**src/rtl/shift_sched_ctrl_pkg.sv**
```systemverilog
// shift_sched_ctrl_pkg: FSM state encoding and requester index constants shared by the shift scheduler
package shift_sched_ctrl_pkg;
  typedef enum logic [1:0] {ST_IDLE = 2'd0, ST_SHIFT = 2'd1, ST_DONE = 2'd2} state_t;
  localparam logic SRC0 = 1'b0;
  localparam logic SRC1 = 1'b1;
endpackage

```
**src/rtl/shift_sched_ctrl_rr_arb2.sv**
```systemverilog
// rr_arb2: 2-way round-robin arbiter; req[1:0] in, one-hot gnt[1:0] out, last_grant updated when accept is high
module rr_arb2
  import shift_sched_ctrl_pkg::*;
(
  input  logic       clk,
  input  logic       rst_n,
  input  logic [1:0] req,
  input  logic       accept,
  output logic [1:0] gnt
);
  logic last;
  always_comb gnt = &req ? (last ? 2'b01 : 2'b10) : req;
  always_ff @(posedge clk or negedge rst_n)
    if (!rst_n) last <= SRC1;
    else if (accept) last <= gnt[1];
endmodule

```
**src/rtl/shift_sched_ctrl.sv**
```systemverilog
// shift_sched_ctrl: round-robin shared left-shifter; req0/req1 valid-ready commands in, rsp valid-ready result with source tag out, busy in SHIFT/DONE
module shift_sched_ctrl
  import shift_sched_ctrl_pkg::*;
#(
  parameter int WIDTH = 8,
  parameter int STEP  = 2,
  parameter int AMT_W = 3
) (
  input  logic             clk,
  input  logic             rst_n,
  input  logic             req0_valid,
  output logic             req0_ready,
  input  logic [WIDTH-1:0] req0_data,
  input  logic [AMT_W-1:0] req0_amt,
  input  logic             req1_valid,
  output logic             req1_ready,
  input  logic [WIDTH-1:0] req1_data,
  input  logic [AMT_W-1:0] req1_amt,
  output logic             rsp_valid,
  input  logic             rsp_ready,
  output logic [WIDTH-1:0] rsp_data,
  output logic             rsp_src,
  output logic             busy
);
  state_t state, state_nx;
  logic [1:0] idle_req, gnt;
  logic accept, sel;
  logic [AMT_W-1:0] amt, cnt;
  logic [WIDTH-1:0] sr;
  logic src;
  assign idle_req = state == ST_IDLE ? {req1_valid, req0_valid} : 2'b00;
  rr_arb2 u_arb (.clk, .rst_n, .req(idle_req), .accept, .gnt);
  assign accept = |gnt;
  assign sel = gnt[1];
  assign amt = sel ? req1_amt : req0_amt;
  assign req0_ready = gnt[0];
  assign req1_ready = gnt[1];
  assign rsp_valid = state == ST_DONE;
  assign busy = state != ST_IDLE;
  assign rsp_data = sr;
  assign rsp_src = src;
  always_comb begin
    state_nx = state;
    if (state == ST_IDLE && accept) state_nx = amt == '0 ? ST_DONE : ST_SHIFT;
    else if (state == ST_SHIFT && cnt == AMT_W'(1)) state_nx = ST_DONE;
    else if (state == ST_DONE && rsp_ready) state_nx = ST_IDLE;
  end
  always_ff @(posedge clk or negedge rst_n)
    if (!rst_n) begin
      state <= ST_IDLE;
      sr <= '0;
      cnt <= '0;
      src <= SRC0;
    end else begin
      state <= state_nx;
      if (state == ST_IDLE && accept) begin
        sr <= sel ? req1_data : req0_data;
        cnt <= amt;
        src <= sel;
      end else if (state == ST_SHIFT) begin
        sr <= {sr[WIDTH-STEP-1:0], {STEP{1'b0}}};
        cnt <= cnt - AMT_W'(1);
      end
    end
endmodule
```
**config.mk**
```make
export PLATFORM = sky130hd
export DESIGN_NAME = shift_sched_ctrl
export DESIGN_NICKNAME = d
export VERILOG_FILES = /design/src/rtl/shift_sched_ctrl_pkg.sv /design/src/rtl/shift_sched_ctrl_rr_arb2.sv /design/src/rtl/shift_sched_ctrl.sv
export SDC_FILE = /design/constraint.sdc
export NUM_CORES = 1
export LEC_CHECK = 0
export BUFFER_PORTS_ARGS = -buffer_cell sky130_fd_sc_hd__clkbuf_2
export CAP_MARGIN = 0
export CORE_ASPECT_RATIO = 0.9
export CORE_MARGIN = 3
export CORE_UTILIZATION = 35
export DETAILED_ROUTE_END_ITERATION = 16
export GPL_TIMING_DRIVEN = 1
export PLACE_DENSITY = 0.64
export SYNTH_ARGS = -nofsm -noshare
export SYNTH_HDL_FRONTEND = slang
export SYNTH_SLANG_ARGS = --single-unit
```
**constraint.sdc**
```tcl
create_clock -name clk -period 1.5 [get_ports clk]
set_input_delay 0.075 -clock clk [delete_from_list [all_inputs] [get_ports clk]]
set_output_delay 0.075 -clock clk [all_outputs]
set_load 0.02 [all_outputs]
```
# --- Word level (Yosys, flattened, before mapping) ---
# Index checks and enable logic that the tools add are counted.
totals:
  register_bits: 15
  in_bits: 27
  output_inout_bits: 13
  elab_cells: 32
classes:
  n_addsub: 1
  n_eq_ne: 3
  muxes: 13
  reduce_logical: 10
op_table:
  columns: ["op", "n"]
  rows:
  - ["$mux 8", 3]
  - ["$mux 2", 7]
  - ["$mux 3", 3]
  - ["$reduce_bool 2->1", 2]
  - ["$eq 3x1->1 const B", 1]
  - ["$logic_and 1x1->1", 3]
  - ["$logic_not 3->1", 1]
  - ["$reduce_bool 3->1", 1]
  - ["$sub 3x1->3 const B", 1]
  - ["$eq 2x1->1 const B", 1]
  - ["$eq 2x2->1 const B", 1]
  - ["$logic_not 2->1", 1]
  - ["$reduce_and 2->1", 1]
  - ["$reduce_or 2->1", 1]

# --- Longest topological paths before layout ---
logic_depth:
  word_depth: 8
  depth_mapped: 6
  depth_no_buf: 6

# --- Hierarchy ---
# A second synthesis with hierarchy kept.
unflattened:
  hier_cells: 112
  hier_area_um2: 1013.5
modules_own_cells:
  columns: ["module", "n_inst", "cells_per_inst", "area_each_um2"]
  rows:
  - ["shift_sched_ctrl", 1, 107, 949.7]
  - ["rr_arb2", 1, 5, 63.8]

# --- Worst setup path after synthesis ---
# Ideal clock, no wire load.
synth_path:
  path_kind: "flip-flop to flip-flop"
  from: "register u_arb.last"
  to: "register state[1]"
  setup_ps: 65
  t_arrival_ps: 1244
  setup_slack_ps: 191
  path_stages_with_launch: 5
  n_path_buf: 1
  path_cell_list: "dfstp_2 -> a21boi_2 -> buf_4 -> nor2_1 -> a211o_1"
synth_lines:
  columns: ["item", "line", "source"]
  rows:
  - ["start: declaration", "shift_sched_ctrl_rr_arb2.sv:11", "logic last;"]
  - ["start signal: assignment", "shift_sched_ctrl_rr_arb2.sv:15", "else if (accept) last <= gnt[1];"]
  - ["$mux 2 * (2 in series)", "shift_sched_ctrl_rr_arb2.sv:12", "always_comb gnt = &req ? (last ? 2'b01 : 2'b10) : req;"]
  - ["via req0_ready", "shift_sched_ctrl.sv:12", "output logic req0_ready,"]
  - ["$reduce_or 2->1 *", "shift_sched_ctrl.sv:33", "assign accept = |gnt;"]
  - ["$logic_and 1x1->1 *", "shift_sched_ctrl.sv:44", "if (state == ST_IDLE && accept) state_nx = amt == '0 ? ST_DONE : ST_SHIFT;"]
  - ["$reduce_bool 3->1 (no line) / $mux 2 (equally long branches)", null, null]
  - ["end signal: assignment", "shift_sched_ctrl.sv:55", "state <= state_nx;"]
  - ["end: declaration", "shift_sched_ctrl.sv:25", "state_t state, state_nx;"]
# The timed path passes the listed nets; every way through them passes the cells marked *.
# A chain may end at the register's enable or synchronous reset.

# --- Worst setup path in the final report ---
layout_path:
  from: "register u_arb.last"
  to: "output req0_ready"
layout_via:
  elab_chain_cells: 2
layout_rtl:
  columns: ["item", "line"]
  rows:
  - ["$mux 2 (2 in series)", "shift_sched_ctrl_rr_arb2.sv:12"]
  - ["end: declaration", "shift_sched_ctrl.sv:12"]
# No other way between the ends.

==> flow_metrics.py <==
metrics = {
    "outcome": {
        "status": "completed",
    },
    "floorplanning": {
        "die_h_um": 54.4,
        "initial_core_util": 0.392,
        "die_area_sq_mm": 0.00325,
        "io_pins": 40,
        "rows": 16,
        "chipWidth_um": 59.8,
        "coreArea_sq_mm": 0.00232,
    },
    "global_route": {
        "antenna_found_initial": 0,
        "grt_max_degree": 16,
        "track_usage": 0.158,
        "grt_pass1_vias": 852,
        "grt_pass1_wl_um": 3770,
        "grt.overflow.total": 0,
    },
    "placed_design": {
        "port_buffers": 39,
        "finalWeightedCongestion": 0.788,
        "dp_hpwl_um": 1660,
    },
    "run": {
        "cap_violations": 0,
    },
    "drt": {
        "top_layer": "met4",
        "met2WireLength_um": 1150,
        "via_count": 853,
        "firstDrtPassIters": 4,
        "wirelength_um": 2280,
        "post_drt_via_cell_ratio": 5.08,
        "route.met3.wl_um": 107,
        "drc": 0,
        "ant_nets": 0,
        "met1_length_um": 995,
        "wl_per_cell_um": 13.5,
        "drt_iter0_drc": 17,
    },
    "timing": {
        "period_minus_slack_ns": 1.43,
        "hold_viol": 0,
        "worstMarginPinSlew_ns": 0.496,
        "finClkSkew_ns": 0.00673,
        "fmax_mhz": 698,
        "fin_tns_setup_ns": 0,
        "maxSlewViolCount": 0,
        "setup_viol": 0,
        "slew_headroom": 0.669,
        "grt_setup_unrepaired": "false",
        "fin_crit_sh": 0.955,
    },
    "synthesis": {
        "syn_nets": 120,
        "synth.distinct_cells": 29,
        "synthCells": 91,
        "synth.cell_area_sq_um": 911,
        "synthTopCellsByArea": "dfrtp_1 38%, mux2i_1 9.9%, a211oi_1 6.6%",
        "ys_ff_latch": 15,
        "synth_compound_area_frac": 0.221,
        "yosys_warnings": 0,
        "synth_area_leader_cell": "dfrtp_1",
        "synth-simple-area-share": 0.170,
        "synth_adder_area_share": 0.0275,
        "avgSynthCellArea_sq_um": 10.0,
        "synth_seq_area_share": 0.413,
        "synth_xor_area_frac": 0.00962,
        "synth_top_family_by_area": "compound AO/OA/AOI/OAI gates",
        "muxShareOfSynthArea": 0.0989,
        "synth_top_area_share": 0.385,
    },
    "clock_tree": {
        "numCtsBuffers": 3,
        "clock_latency_ns": 0.28,
        "clockRootBuffer": "clkbuf_4",
        "tritoncts": "yes",
        "cts_sinks": 15,
        "cts_max_level": 1,
        "path_clk_slew_ns": 0.10,
        "clk_path_buf_depth": 2,
    },
    "critical_path": {
        "cp.required_ns": 1.42,
        "crit_arrival_ns": 1.36,
        "worst_setup_path_start_kind": "flop",
        "endpoint_kind": "primary output",
        "startpoint": "u_arb.last",
        "r2r_start": "state[1]",
        "crit_path_max_fanout": 6,
        "worstSetupPathType": "flop to primary output",
    },
    "worst_hold_path": {
        "min_path_type": "input pin to flop",
        "min_from": "req1_data[4]",
    },
    "power_and_ir_drop": {
        "p_leak_nw": 0.627,
        "ir_worst_vdd_mv": 1.01,
        "power.total_w": 0.00232,
        "power_density_mw_per_mm2": 1870,
    },
    "cells_and_area": {
        "nets": 171,
        "layout-drive-gt1-share": 0.447,
        "area_delta_synth_final_pct": 36.1,
        "num_antenna_cells": 0,
    },
}
==> per-stage QoR <==
step / hold slack (ns) / area, sq um / setup slack (ns) / util / instances
floorplan: -0.221 / 911 / 0.191 / - / 91
global placement: 0.0139 / 1120 / 0.0616 / 0.484 / 155
detailed placement: 0.0117 / 1120 / 0.0105 / 0.484 / 155
CTS: 0.0572 / 1200 / 0.0149 / 0.517 / 163
global route: 0.0710 / 1240 / 0.00482 / 0.534 / 168
finish: 0.0546 / 1240 / 0.0670 / 0.534 / 168
==> worst max-delay path: stages, from the launching register on <==
cell and delay [ns]:
dfstp_2 0.55, a21boi_2 0.06, buf_4 0.16, nor2_2 0.12, clkbuf_2 0.18
==> sequential cells by signal (all words and copies together), names as in the netlist <==
signal / count
u_arb.last: 1
cnt: 3
state: 2
rsp_src: 1
rsp_data: 8
==> cell usage in the layout, fill, tap and decap left out, types with 3 or more instances in the layout <==
cell,n
nor2_1,4
dfrtp_1,12
mux2i_1,9
a21oi_1,8
o21ai_0,5
clkbuf_2,39
clkbuf_4,3
a211oi_1,8
inv_1,4
nor2b_1,8
buf_4,10
==> worst paths after layout <==
path | endpoint | slack [ns] | depth (start not counted)
setup / recovery | req0_ready | 0.07 | 4
hold / removal | rsp_data[4] | 0.05 | 3
setup reg to reg | rsp_data[3] | 0.12 | 5
hold reg to reg | rsp_src | 0.49 | 1
max in group asynchronous | u_arb.last | 0.96 | 2
min in group asynchronous | rsp_data[6] | 0.22 | 2
==> metal layers <==
layer | up-vias | GRT usage
li1 | 434 | -
met1 | 394 | 0.205
met2 | 23 | 0.255
met3 | 2 | 0.0354
met4 | 0 | 0.0590
met5 | - | 0
==> cell usage after synthesis (all sizes together) <==
cell and instances:
a211o 1, a211oi 8, a21boi 2, a21o 2, a21oi 8, and2 1, buf 5, dfrtp 14
dfstp 1, ha 2, inv 4, mux2i 9, nand2 2, nand2b 2, nand3 2, nand3b 1
nor2 6, nor2b 8, nor3 2, nor4b 1, o21ai 6, o2bb2ai 2, o31ai 1, xnor2 1
==> kinds of logic (layout without fill, tap and decap cells) <==
kind of cell             count (synthesis)  count (layout)
AO/OA/AOI/OAI                           30              31
AND/OR/NAND/NOR                         25              25
flip-flops                              15              15
multiplexers                             9               9
buffers and inverters                    9              58
adder cells (fa/ha/maj)                  2               2
XOR/XNOR                                 1               1
==> what timing repair did <==
| action | in CTS | in global routing |
|---|---|---|
| endpoints found under the hold margin | 14 | 0 |
| pin swaps | 1 | 0 |
| gates resized for setup | 4 | 1 |
| hold buffers | 1 | 0 |
| setup buffers | 2 | 5 |
| setup endpoints to repair | 1 | 2 |
| cloned | 1 | 0 |
==> power by group <==
| group | internal [W] | leakage (nW) | switching, W | total [W] |
|---|---|---|---|---|
| registers | 0.000621 | 0.177 | 0.000164 | 0.000785 |
| logic | 0.000594 | 0.432 | 0.000711 | 0.00130 |
| clock network | 0.0000988 | 0.0177 | 0.000137 | 0.000235 |
| total | 0.00131 | 0.627 | 0.00101 | 0.00232 |
==> final cells by class <==
type	count	area, sq um
fill	225	1080
multi-input combinational	68	504
sequential	15	379
timing repair buffer	50	280
tap	27	33.8
clock buffer	3	22.5
inverter	4	15.0
clock inverter	1	5.00
Power figures use the tool's default switching activity.
